**config.mk**
```make
export PLATFORM = sky130hd
export DESIGN_NAME = fifo_sync_param
export DESIGN_NICKNAME = d
export VERILOG_FILES = /design/src/rtl/fifo_sync_param.sv
export SDC_FILE = /design/constraint.sdc
export NUM_CORES = 1
export LEC_CHECK = 0
export CELL_PAD_IN_SITES_DETAIL_PLACEMENT = 1
export CELL_PAD_IN_SITES_GLOBAL_PLACEMENT = 2
export CORE_MARGIN = 4
export CORE_UTILIZATION = 40
export CTS_BUF_LIST = sky130_fd_sc_hd__clkbuf_4
export CTS_CLUSTER_DIAMETER = 100
export DETAILED_ROUTE_END_ITERATION = 10
export MAX_ROUTING_LAYER = met4
export PLACE_DENSITY = 0.85
export SLEW_MARGIN = 30
export SYNTH_ARGS = -nofsm -noshare
export SYNTH_HDL_FRONTEND = slang
export SYNTH_SLANG_ARGS = --single-unit
export TNS_END_PERCENT = 100
```
**constraint.sdc**
```tcl
create_clock -name clk -period 2.8 [get_ports clk]
set_input_delay 0.56 -clock clk [delete_from_list [all_inputs] [get_ports clk]]
set_output_delay 0.56 -clock clk [all_outputs]
set_load 0.03 [all_outputs]
```
**src/rtl/fifo_sync_param.sv**
```systemverilog
// rtl/fifo_sync_param.sv - parametrised single-clock FIFO with thresholds, occupancy and FWFT mode
// Optional sticky overflow/underflow flags with err_clr are enabled by defining FIFO_ERR_FLAGS_EN.
module fifo_sync_param #(
   parameter int DATA_WIDTH = 8,
   parameter int DEPTH      = 8,
   parameter int AF_THRESH  = 6,
   parameter int AE_THRESH  = 2,
   parameter int FWFT       = 0
) (
   input  logic                         clk,
   input  logic                         rst,
`ifdef FIFO_ERR_FLAGS_EN
   input  logic                         err_clr,
   output logic                         overflow,
   output logic                         underflow,
`endif
   input  logic                         cs,
   input  logic                         wr_en,
   input  logic                         rd_en,
   input  logic [DATA_WIDTH-1:0]        data_in,
   output logic [DATA_WIDTH-1:0]        data_out,
   output logic                         full,
   output logic                         empty,
   output logic                         almost_full,
   output logic                         almost_empty,
   output logic [$clog2(DEPTH):0]       count
);

   localparam int AW = $clog2(DEPTH);
   localparam int CW = AW + 1;

   logic [DATA_WIDTH-1:0] mem [DEPTH];
   logic [AW-1:0]         wr_ptr;
   logic [AW-1:0]         rd_ptr;
   logic [CW-1:0]         count_q;
   logic                  rd_acc;
   logic                  wr_acc;

   assign full         = (count_q == CW'(DEPTH));
   assign empty        = (count_q == '0);
   assign almost_full  = (count_q >= CW'(AF_THRESH));
   assign almost_empty = (count_q <= CW'(AE_THRESH));
   assign count        = count_q;

   // A write into a full FIFO is accepted only when a read frees the head slot in the same cycle.
   assign rd_acc = cs & rd_en & ~empty;
   assign wr_acc = cs & wr_en & (~full | rd_acc);

   always_ff @(posedge clk) begin
      if (rst) begin
         wr_ptr  <= '0;
         rd_ptr  <= '0;
         count_q <= '0;
      end else begin
         if (wr_acc) wr_ptr <= wr_ptr + AW'(1);
         if (rd_acc) rd_ptr <= rd_ptr + AW'(1);
         if (wr_acc && !rd_acc)      count_q <= count_q + CW'(1);
         else if (rd_acc && !wr_acc) count_q <= count_q - CW'(1);
      end
   end

   // Storage is deliberately left out of reset.
   always_ff @(posedge clk) begin
      if (!rst && wr_acc) mem[wr_ptr] <= data_in;
   end

   generate
      if (FWFT != 0) begin : g_fwft
         always_comb begin
            data_out = '0;
            if (!empty) data_out = mem[rd_ptr];
         end
      end else begin : g_std
         logic [DATA_WIDTH-1:0] dout_q;
         always_ff @(posedge clk) begin
            if (rst)         dout_q <= '0;
            else if (rd_acc) dout_q <= mem[rd_ptr];
         end
         assign data_out = dout_q;
      end
   endgenerate

`ifdef FIFO_ERR_FLAGS_EN
   logic ovf_q;
   logic udf_q;

   // Setting takes priority over err_clr so an error in the clearing cycle is never lost.
   always_ff @(posedge clk) begin
      if (rst) begin
         ovf_q <= 1'b0;
         udf_q <= 1'b0;
      end else begin
         if (cs && wr_en && !wr_acc) ovf_q <= 1'b1;
         else if (err_clr)           ovf_q <= 1'b0;
         if (cs && rd_en && empty)   udf_q <= 1'b1;
         else if (err_clr)           udf_q <= 1'b0;
      end
   end

   assign overflow  = ovf_q;
   assign underflow = udf_q;
`endif

endmodule

```
# Word level (Yosys, flattened, before mapping)
# Memory sizes are Yosys's and may differ from the RTL's. A register that Yosys moved wholly into a read port is not among the register bits.
# Cells that the tools add are included.
[op_classes] add_sub_neg=4 magnitude_cmp=2 eq_ne=1 muxes=4 n_bitwise=7 n_reduce_logical=8
[ops] cell="two-way mux 4 bit" count=2
[ops] cell="adder 3 x 1 -> 3 bit (second input constant)" count=2
[ops] cell="adder 4 x 1 -> 4 bit (second input constant)" count=1
[ops] cell="AND 1 bit" count=4
[ops] cell="== test 4 bit (second input constant)" count=1
[ops] cell=">= comparator 4 x 3 -> 1 bit (second input constant)" count=1
[ops] cell="less-or-equal comparator 4 x 2 -> 1 bit (second input constant)" count=1
[ops] cell="zero test 4 bit" count=1
[ops] cell="subtractor 4 x 1 -> 4 bit (second input constant)" count=1
[ops] cell="logical AND 1 bit" count=3
[ops] cell="zero test 1 bit" count=3
[ops] cell="two-way mux 1 bit" count=2
[ops] cell="inverter 1 bit" count=2
[ops] cell="nonzero test 2 bit" count=1
[ops] cell="bitwise OR 1 bit" count=1
[word_totals] register_bits=10 mem_bits_rw=64 input_bits=13 out_inout_bits=16 elab_cells=30 mem_count=1
[mem_list] memory="mem" words=8 width=8 rd=1 rd_clocked_by_memory_dff=1 write_ports=1 line="32" text="logic [DATA_WIDTH-1:0] mem [DEPTH];"

# Longest topological paths before layout
# Gate-level depths: netlist (run 1).
[depth] depth_word=9 depth_mapped=11 depth_no_buf=10

# Worst setup path before layout (run 1)
# Ideal clock, no wire load.
[synth_timing] path_type="register -> register" start="register count_q[0], in the netlist count[0]" end="register count_q[3], in the netlist count[3]" setup_time_ns=0.121 arrival_time_ns=2.684 required_ns=2.679 setup_slack_ns=-0.005 stages_incl_launch_ff=12 n_path_buf=1 period_less_slack_ns=2.805 path_cell_list="dfxtp_1 > or4_4 > and2_4 > buf_6 > inv_1 > ha_1 > inv_1 > ha_1 > a21oi_1 > a211oi_1 > a31oi_1 > mux2_2"
[synth_via] elab_chain_len=8 word_cells_on_any_way=16 classes_between="add/sub (2); eq/ne (1); mux (2); bitwise (5); reduce/logical (6)"
[synth_rtl] item="start: declaration" line="35" text="logic [CW-1:0] count_q;"
[synth_rtl] item="start signal: assignment" line="57" text="if (wr_acc && !rd_acc) count_q <= count_q + CW'(1);"
[synth_rtl] item="start signal: assignment" line="58" text="else if (rd_acc && !wr_acc) count_q <= count_q - CW'(1);"
[synth_rtl] item="zero test 4 bit" line="40" text="assign empty = (count_q == '0);"
[synth_rtl] item="inverter 1 bit" line="46" text="assign rd_acc = cs & rd_en & ~empty;"
[synth_rtl] item="AND 1 bit" line="46"
[synth_rtl] item="bitwise OR 1 bit" line="47" text="assign wr_acc = cs & wr_en & (~full | rd_acc);"
[synth_rtl] item="AND 1 bit" line="47"
[synth_rtl] item="zero test 1 bit" line="58"
[synth_rtl] item="logical AND 1 bit" line="58"
[synth_rtl] item="nonzero test 2 bit (no source line)"
# Several ways; a longest one is shown, not always the timed one. The select of a mux whose other input is x is not followed.
# A chain may end at the register's enable or synchronous reset.

# Worst setup path in the final report (run 1)
# Ends and elaborated chain as after synthesis.

==> summary by stage, run 1 <==
Synthesis
The synthesized netlist contains 38 unique library cells. The share of the Yosys chip area taken by registers is 0.692. During synthesis, Yosys emitted a total of 0 warnings.

A synthesized cell averages 16.7 µm². For this run, asynchronously set or reset flops after synthesis account for 0. The register bit total from synthesis is 82. The mapped cell area is 3300 µm². The number of nets in the synthesized netlist is 216.

The cell count after synthesis came out at 197. The most used flip-flop cell after synthesis is sky130_fd_sc_hd__edfxtp_1. The synthesized design contains 64 enable-type register cells.

Timing
The clock arrives with 0.0234 ns of skew. The number of endpoints with negative hold slack in the final report is 0. Setup violations remaining at the end of the flow were counted as 0. Hold timing on the final database bottoms out at a slack of 0.505 ns. The final worst slack is 0.146 ns. The transition time of the tightest slew-check pin is 0.824 ns. In the finished design, the share of the clock period the worst path needs comes to 0.948.

Setup repair after global routing left no endpoint under its margin. Based on the critical path, the design can be clocked at up to 0.377 GHz. The time the worst path needs with I/O delays and setup is 2.65 ns. Headroom to the max-slew limit came out at 0.450. The final-report max-slew violation count is 0.

Hold path
The path category of the worst min-delay check is reg2reg. The end of the worst hold path is data_out[4]. The origin of the worst min-delay path is data_out[4]. The hold path depth is 2.

Detailed routing
The routed length per instance is 18.6 µm. The wire length reported by the detailed router is 6640 µm. Dividing the detail-routed via count by the number of cells gives 5.26. The count of nets left with antenna violations once routing finished came out at 0. The via count is 1,878. The remaining routing DRC violations is 0. The number of optimization iterations in the first detailed-route pass is 4.

The detailed router finished its first iteration with 132 violations.

Setup path
Along the worst path, the maximum fanout reaches 7. STA classifies the critical path startpoint as a flip-flop. The capturing point of the worst reg2reg path is count[3].

The worst reg-to-reg setup slack is 0.15 ns. The critical path class is reg2reg. The worst setup path is captured at a flip-flop.

The arrival time of the worst setup path is 2.99 ns. At the worst endpoint, the required time is 3.14 ns. The source of the worst register-to-register timing path is count[0].

Measured in cells, the most critical reg-to-reg path has a length of 10.

Global route
In the global route stage, overall resource usage came out at 0.151. Global routing finished with a remaining overflow of 0. The first global-routing pass estimated 10,700 µm of wire. The number of antenna violations at the first check in global routing is 0. The number of global-route vias before repair is 1,957.

Entering global routing, the biggest net connects 19 pins.

Placed design
The routability congestion estimate is 0.799. The worst setup slack before clock tree synthesis is -0.0595 ns. The count of buffers added on input and output ports is 28. The sum of net half-perimeters after detailed placement is 4450 µm.

Power
The worst-case IR drop observed on VDD is 0.000318 V. For this design the ratio of total power to cell area is 823 nW/µm². The leakage component of the power is 1.35 nW.

Floorplan
The area of the core is 7890 µm². The number of placement rows is 32. The die covers 9760 µm². The number of I/O pins is 29. The floorplan step set the die height to 98.8 µm. The initial utilization of the core area, before any placement, comes to 0.418.

The die is 98.8 µm wide.

Clock network
The clock tree from TritonCTS is done. After clock tree synthesis, the clock-pin slew on the worst setup and hold paths is 0.14 ns. The clock drives 82 sinks.

The clock reaches the later pin of the worst-skew pair after 0.44 ns. The maximum buffer depth of the clock tree is 2. The TritonCTS buffer count is 9. Gates resized during post-CTS repair numbered 1. In this run the post-CTS setup repair buffer count came out at 0. The clock root buffer master is sky130_fd_sc_hd__clkbuf_4.

The number of H-tree levels is 3. In this run, post-CTS hold repair placed 0 buffers.

Final layout
The number of antenna diodes in the final layout is 0. In the final design database the tool counted 269 nets. The sequential cell area is 2280 µm². The relative area change from synthesis to final layout is 20.6%. Of the cells placed in the final design, the portion with a size suffix greater than 1 is 0.263. The area of the multi-input gates is 942 µm². The number of fill cells in the layout is 786.

Flow run
Across the run, the number of max-cap violations was 0.

Outcome
The run finished with clean final reports.
critical path: stages (launching register included):
cell,delay (ns)
sky130_fd_sc_hd__dfxtp_2,0.40
sky130_fd_sc_hd__or4b_4,0.60
sky130_fd_sc_hd__o21bai_4,0.14
sky130_fd_sc_hd__inv_1,0.05
sky130_fd_sc_hd__ha_1,0.18
sky130_fd_sc_hd__inv_1,0.07
sky130_fd_sc_hd__ha_1,0.25
sky130_fd_sc_hd__a21oi_1,0.21
sky130_fd_sc_hd__a211oi_1,0.10
sky130_fd_sc_hd__a31oi_1,0.19
sky130_fd_sc_hd__mux2_2,0.35
cell type report:
class | count | area share
clock buffers | 9 | 0.0170
clock inverters | 7 | 0.0217
repair buffers | 50 | 0.112
multi-input cells | 101 | 0.237
inverters | 6 | 0.00566
flip-flops and latches | 82 | 0.574
well taps | 102 | 0.0321
per-stage QoR:
step           area (µm²)  utilization  std cells  setup TNS (ns)  power, mW
2_1_floorplan        3300            -        197               0       2.20
3_3_place_gp         3820        0.484        341               0       2.56
3_5_place_dp         3820        0.484        341         -0.0595       2.58
4_1_cts              3970        0.504        357               0       3.32
5_1_grt              3980        0.504        357               0       3.47
6_report             3980        0.504        357               0       3.27
cell usage after synthesis, types with 3 or more instances:
library cell	number	area [µm²]
sky130_fd_sc_hd__ha_1	5	62.6
sky130_fd_sc_hd__clkbuf_1	3	11.3
sky130_fd_sc_hd__mux2i_1	3	30.0
sky130_fd_sc_hd__mux4_2	16	360
sky130_fd_sc_hd__edfxtp_1	64	1920
sky130_fd_sc_hd__nor2_1	26	97.6
sky130_fd_sc_hd__xor2_1	3	26.3
sky130_fd_sc_hd__nor3_1	9	45.0
sky130_fd_sc_hd__inv_1	6	22.5
sky130_fd_sc_hd__dfxtp_1	18	360
sky130_fd_sc_hd__o22ai_1	8	50.1
sky130_fd_sc_hd__nand3_1	3	15.0
kinds of logic (layout without fill, tap and decap cells):
group | after synthesis | in the layout | share of synthesized area
flip-flops | 82 | 82 | 0.692
AND/OR/NAND/NOR | 53 | 53 | 0.0835
multiplexers | 20 | 20 | 0.122
AO/OA/AOI/OAI | 16 | 16 | 0.0372
buffers and inverters | 14 | 72 | 0.0224
adder cells (fa/ha/maj) | 6 | 6 | 0.0250
XOR/XNOR | 6 | 6 | 0.0182
worst max-delay path by stage:
stage | depth (start not counted) | slack [ns] | startpoint | endpoint
floorplan | 11 | 0.01 | count[3] | count[3]
global placement | 11 | 0.003 | cs | count[3]
detailed placement | 11 | -0.06 | cs | count[3]
CTS | 3 | 0.02 | count[3] | empty
global route | 10 | 0.03 | count[0] | count[3]
finish | 10 | 0.15 | count[0] | count[3]
flip-flops by register name (all words and copies together) (netlist names):
register / count
data_out: 8
mem: 64
rd_ptr: 3
wr_ptr: 3
count: 4
layout by cell type, fill, tap and decap left out, types with 3 or more instances in the layout:
cell type and instances:
sky130_fd_sc_hd__clkbuf_4 9, sky130_fd_sc_hd__nand3_1 3, sky130_fd_sc_hd__mux4_2 16, sky130_fd_sc_hd__edfxtp_1 64, sky130_fd_sc_hd__nor2_1 26, sky130_fd_sc_hd__o22ai_1 8, sky130_fd_sc_hd__xor2_1 3, sky130_fd_sc_hd__nor3_1 9
sky130_fd_sc_hd__mux2i_1 3, sky130_fd_sc_hd__clkdlybuf4s50_1 26, sky130_fd_sc_hd__dfxtp_1 16, sky130_fd_sc_hd__inv_1 6, sky130_fd_sc_hd__ha_1 5, sky130_fd_sc_hd__buf_4 22
metal layers:
layer  GRT usage  vias up  wire, µm
met5           -        -         0
met1       0.201      953      3070
li1            -      871         -
met2       0.226       48      3180
met3      0.0361        6       302
met4      0.0536        0        87
power by group:
part | total (mW) | internal [mW] | switching (mW)
sequential | 1.48 | 1.39 | 0.0850
combinational | 1.06 | 0.494 | 0.565
clock | 0.740 | 0.290 | 0.449
total | 3.27 | 2.18 | 1.10
No activity file was read; power rests on OpenSTA's default activity.
==> inputs of run 2 (changes only) <==
--- a/config.mk
+++ b/config.mk
@@ -5,10 +5,11 @@
 export SDC_FILE = /design/constraint.sdc
 export NUM_CORES = 1
 export LEC_CHECK = 0
+export ABC_AREA = 1
 export CELL_PAD_IN_SITES_DETAIL_PLACEMENT = 1
 export CELL_PAD_IN_SITES_GLOBAL_PLACEMENT = 2
 export CORE_MARGIN = 4
-export CORE_UTILIZATION = 40
+export CORE_UTILIZATION = 35
 export CTS_BUF_LIST = sky130_fd_sc_hd__clkbuf_4
 export CTS_CLUSTER_DIAMETER = 100
 export DETAILED_ROUTE_END_ITERATION = 10
==> summary by stage, run 2 <==
Synthesis
Of the post-synthesis cell area, the dominant cell type holds 0.527. The number of different library cells in the post-synthesis netlist is 24. The synthesized design contains 64 enable-type register cells. After synthesis the cells add up to 3650 µm². Of all cell types, the one taking the most synthesized area is sky130_fd_sc_hd__edfxtp_1.

The number of nets in the synthesized netlist is 394. The proportion of register bits with asynchronous set or reset after synthesis is 0. A synthesized cell averages 9.73 µm².

The count of yosys warnings during synthesis is 0. In the synthesized netlist, the cells that appear most often are sky130_fd_sc_hd__nand2_1 (110), sky130_fd_sc_hd__edfxtp_1 (64), sky130_fd_sc_hd__inv_1 (62). Counting every instance in the synthesized netlist gives 375. Among all cell types in the netlist, the one instantiated most often is sky130_fd_sc_hd__nand2_1. The sequential cell area fraction in the yosys report is 0.626. The register bit total from synthesis is 82. Ranked by total cell area, the synthesized netlist is headed by sky130_fd_sc_hd__edfxtp_1 (53%), sky130_fd_sc_hd__nand2_1 (11%), sky130_fd_sc_hd__dfxtp_1 (9.9%). The commonest register cell after synthesis is sky130_fd_sc_hd__edfxtp_1.

Floorplan
Measured along the x axis, the die boundary spans 110 µm. The floorplan has 37 rows. The floorplan step defined a die boundary enclosing 12,100 µm². For this configuration, the core starts out at a cell density of 0.357. From bottom edge to top edge, the die measures 110 µm.

The area of the core is 10,200 µm². For this design the top-level I/O count stands at 29.

Clock network
The clock root buffer master is sky130_fd_sc_hd__clkbuf_4. Clock-pin slew was measured on the worst setup and hold paths at 0.14 ns. Counting the buffers created by CTS gives 9.

CTS built an H-tree with a depth of 3. The number of buffers inserted for hold repair after clock tree synthesis is 0. The number of clock sinks is 82. Once the clock tree was built, the setup fixing pass inserted 0 buffers.

The longest clock path from root to sink contains 2 buffers. Gates resized during post-CTS repair numbered 0. TritonCTS built the clock tree.

The clock insertion delay at the later pin of the skew report is 0.43 ns.

Timing
The transition time of the tightest slew-check pin is 0.417 ns. The final worst slack is 0.305 ns. The clock period could shrink to 2.49 ns.

In the final timing run, aggregate negative setup slack is 0 ns. Of the available clock period, the critical path in the final layout requires 0.891. The number of endpoints with negative hold slack in the final report came to 0.

The number of endpoints failing setup at the final stage is 0. The final-report max-slew violation count is 0. The highest clock rate is 0.401 GHz.

Setup repair after global routing left no endpoint under its margin. The maximum clock skew at final layout is 0.0168 ns. Measured against its own limit, the worst slew margin works out to 0.722.

Hold path
Counting instances, the worst hold path has a depth of 2. The min-delay analysis places its worst path in the category reg2reg.

Setup path
For the worst setup path, the data required time is 2.24 ns. The critical path class is reg2out. Walking the worst path, the cells encountered are inv_1 > nor4_1 > clkdlybuf4s50_1. The maximum fanout count along the critical path is 6. The delay contributed by the slowest stage of the critical path is 0.72 ns.

The length in cells of the worst reg-to-reg path is 13. The endpoint type of the worst setup path is a primary output. The cell with the largest stage delay on the worst path is sky130_fd_sc_hd__clkdlybuf4s50_1.

STA classifies the critical path startpoint as a flip-flop. The setup check on the worst reg-to-reg path leaves a slack of 0.63 ns. The arrival time of the worst setup path is 1.93 ns.

Power
In this run the static leakage power is 1.77 nW. The switching power share of the total is 0.313. The maximum vdd ir drop is 0.000288 V. Power spread over the standard cell area amounts to 625 nW/µm². Of the total power, registers draw 0.522. Summed over all nets, the switching power comes to 0.829 mW. The share of total power dissipated in combinational logic is 0.206. The share of total power dissipated in the clock network is 0.271.

The design internal power is 1.82 mW.

Global route
The number of global-route vias before repair is 2,804. The first global-routing pass estimated 14,300 µm of wire. The total overflow left after global routing is 0. Entering global routing, the biggest net connects 35 pins.

The number of antenna violations at the first check in global routing is 0. The overall global routing resource usage is 0.164.

Detailed routing
The number of violations reported at the end of detailed-routing iteration 0 is 133. The remaining routing DRC violations is 0. The via density per instance is 4.78. The routed layout has 2,659 vias. The pre-antenna-repair detailed-routing pass consisted of 4 iterations. Wires add up to 9060 µm. Dividing the detail-routed wire length by the instance count gives 16.3 µm.

The count of nets left with antenna violations once routing finished came out at 0.

Final layout
The register with the most flip-flops in the layout has 64 of them. In the final layout, the share of cells above drive strength 1 is 0.0881. The top cell types in the final layout, fill and taps aside, are sky130_fd_sc_hd__nand2_1 (110), sky130_fd_sc_hd__edfxtp_1 (64), sky130_fd_sc_hd__inv_1 (62), sky130_fd_sc_hd__nand3_1 (52), sky130_fd_sc_hd__clkdlybuf4s50_1 (28).

The repair_antennas step left the layout with diodes totalling 0. Compared with the post-synthesis result, the final layout area differs by 16.2%. The number of fill cells in the layout is 1,187. The area of the multi-input gates is 1000 µm². The net count of the finished layout is 434. Leaving out fill and tap cells, the most frequent cell in the layout is sky130_fd_sc_hd__nand2_1. The register ranked first by flip-flop count is mem.

The sequential cell area is 2280 µm².

Flow run
Max-cap violations in this run came to 0.

Outcome
The flow ran to the end, and the final reports show no timing, DRC or antenna violations.

Placed design
The congestion estimate from routability-driven global placement came to 0.753. The worst setup slack before clock tree synthesis is 0.0990 ns. The count of input and output buffers is 28. The HPWL after detailed placement is 5990 µm.
[run 2: changes by cell type in the layout (fill, tap and decap cells not counted), sizes merged, moves of 3 or more]
cell	previous run	this run
nand3	5	53
mux2i	3	0
inv	9	70
o22ai	8	0
nand2	2	110
nor3	10	4
mux4	16	0
nor2	26	8
buf	22	14
o21ai	0	9
xnor2	3	0
a21oi	2	18
[run 2: cell type report]
type / instances / share of cell area
inverters: 67 / 0.0605
clock inverters: 7 / 0.0177
multi-input cells: 213 / 0.237
clock buffers: 9 / 0.0159
well taps: 136 / 0.0401
flip-flops and latches: 82 / 0.538
repair buffers: 42 / 0.0909
[run 2: path summary, 6_finish.rpt]
check              start     endpoint
min reg2reg  data_out[6]  data_out[6]
max reg2reg     count[0]     count[3]
min          data_out[6]  data_out[6]
max             count[3]         full
[run 2: per-stage QoR]
stage          area [µm²]  utilization  power (mW)  hold slack [ns]  instances
2_1_floorplan        3650            -        1.78            0.492        375
3_3_place_gp         4100        0.401        1.95            0.455        540
3_5_place_dp         4100        0.401        1.97            0.458        540
4_1_cts              4240        0.414        2.68            0.477        556
5_1_grt              4240        0.414        2.79            0.492        556
6_report             4240        0.414        2.65            0.473        556
[run 2: cell families (layout without fill, tap and decap cells)]
group	Yosys count	in the layout	share of synthesized area
simple gates	178	178	0.211
flops	82	82	0.626
buf+inv	80	125	0.0994
compound gates	27	27	0.0370
fa+ha+maj	6	6	0.0226
xor+xnor	2	2	0.00480
[run 2: metal layers]
metal,share of wire,up-vias,global-route usage
met4,0.022,0,0.0677
met5,0,-,-
met3,0.019,15,0.0227
met1,0.43,1314,0.185
met2,0.52,33,0.291
li1,-,1297,-
[run 2: power groups by stage]
stage	clock [mW]	sequential, mW	combinational [mW]
after floorplan	0	1.45	0.328
after global placement	0	1.41	0.540
after detailed placement	0	1.41	0.555
after CTS	0.734	1.39	0.556
after global routing	0.788	1.39	0.608
final	0.719	1.38	0.547
[run 2: worst max-delay path: cells and delay by family, from the launching register on]
kind,cells,cell delay [ns]
buf+inv,2,0.83
flops,1,0.46
simple gates,1,0.24
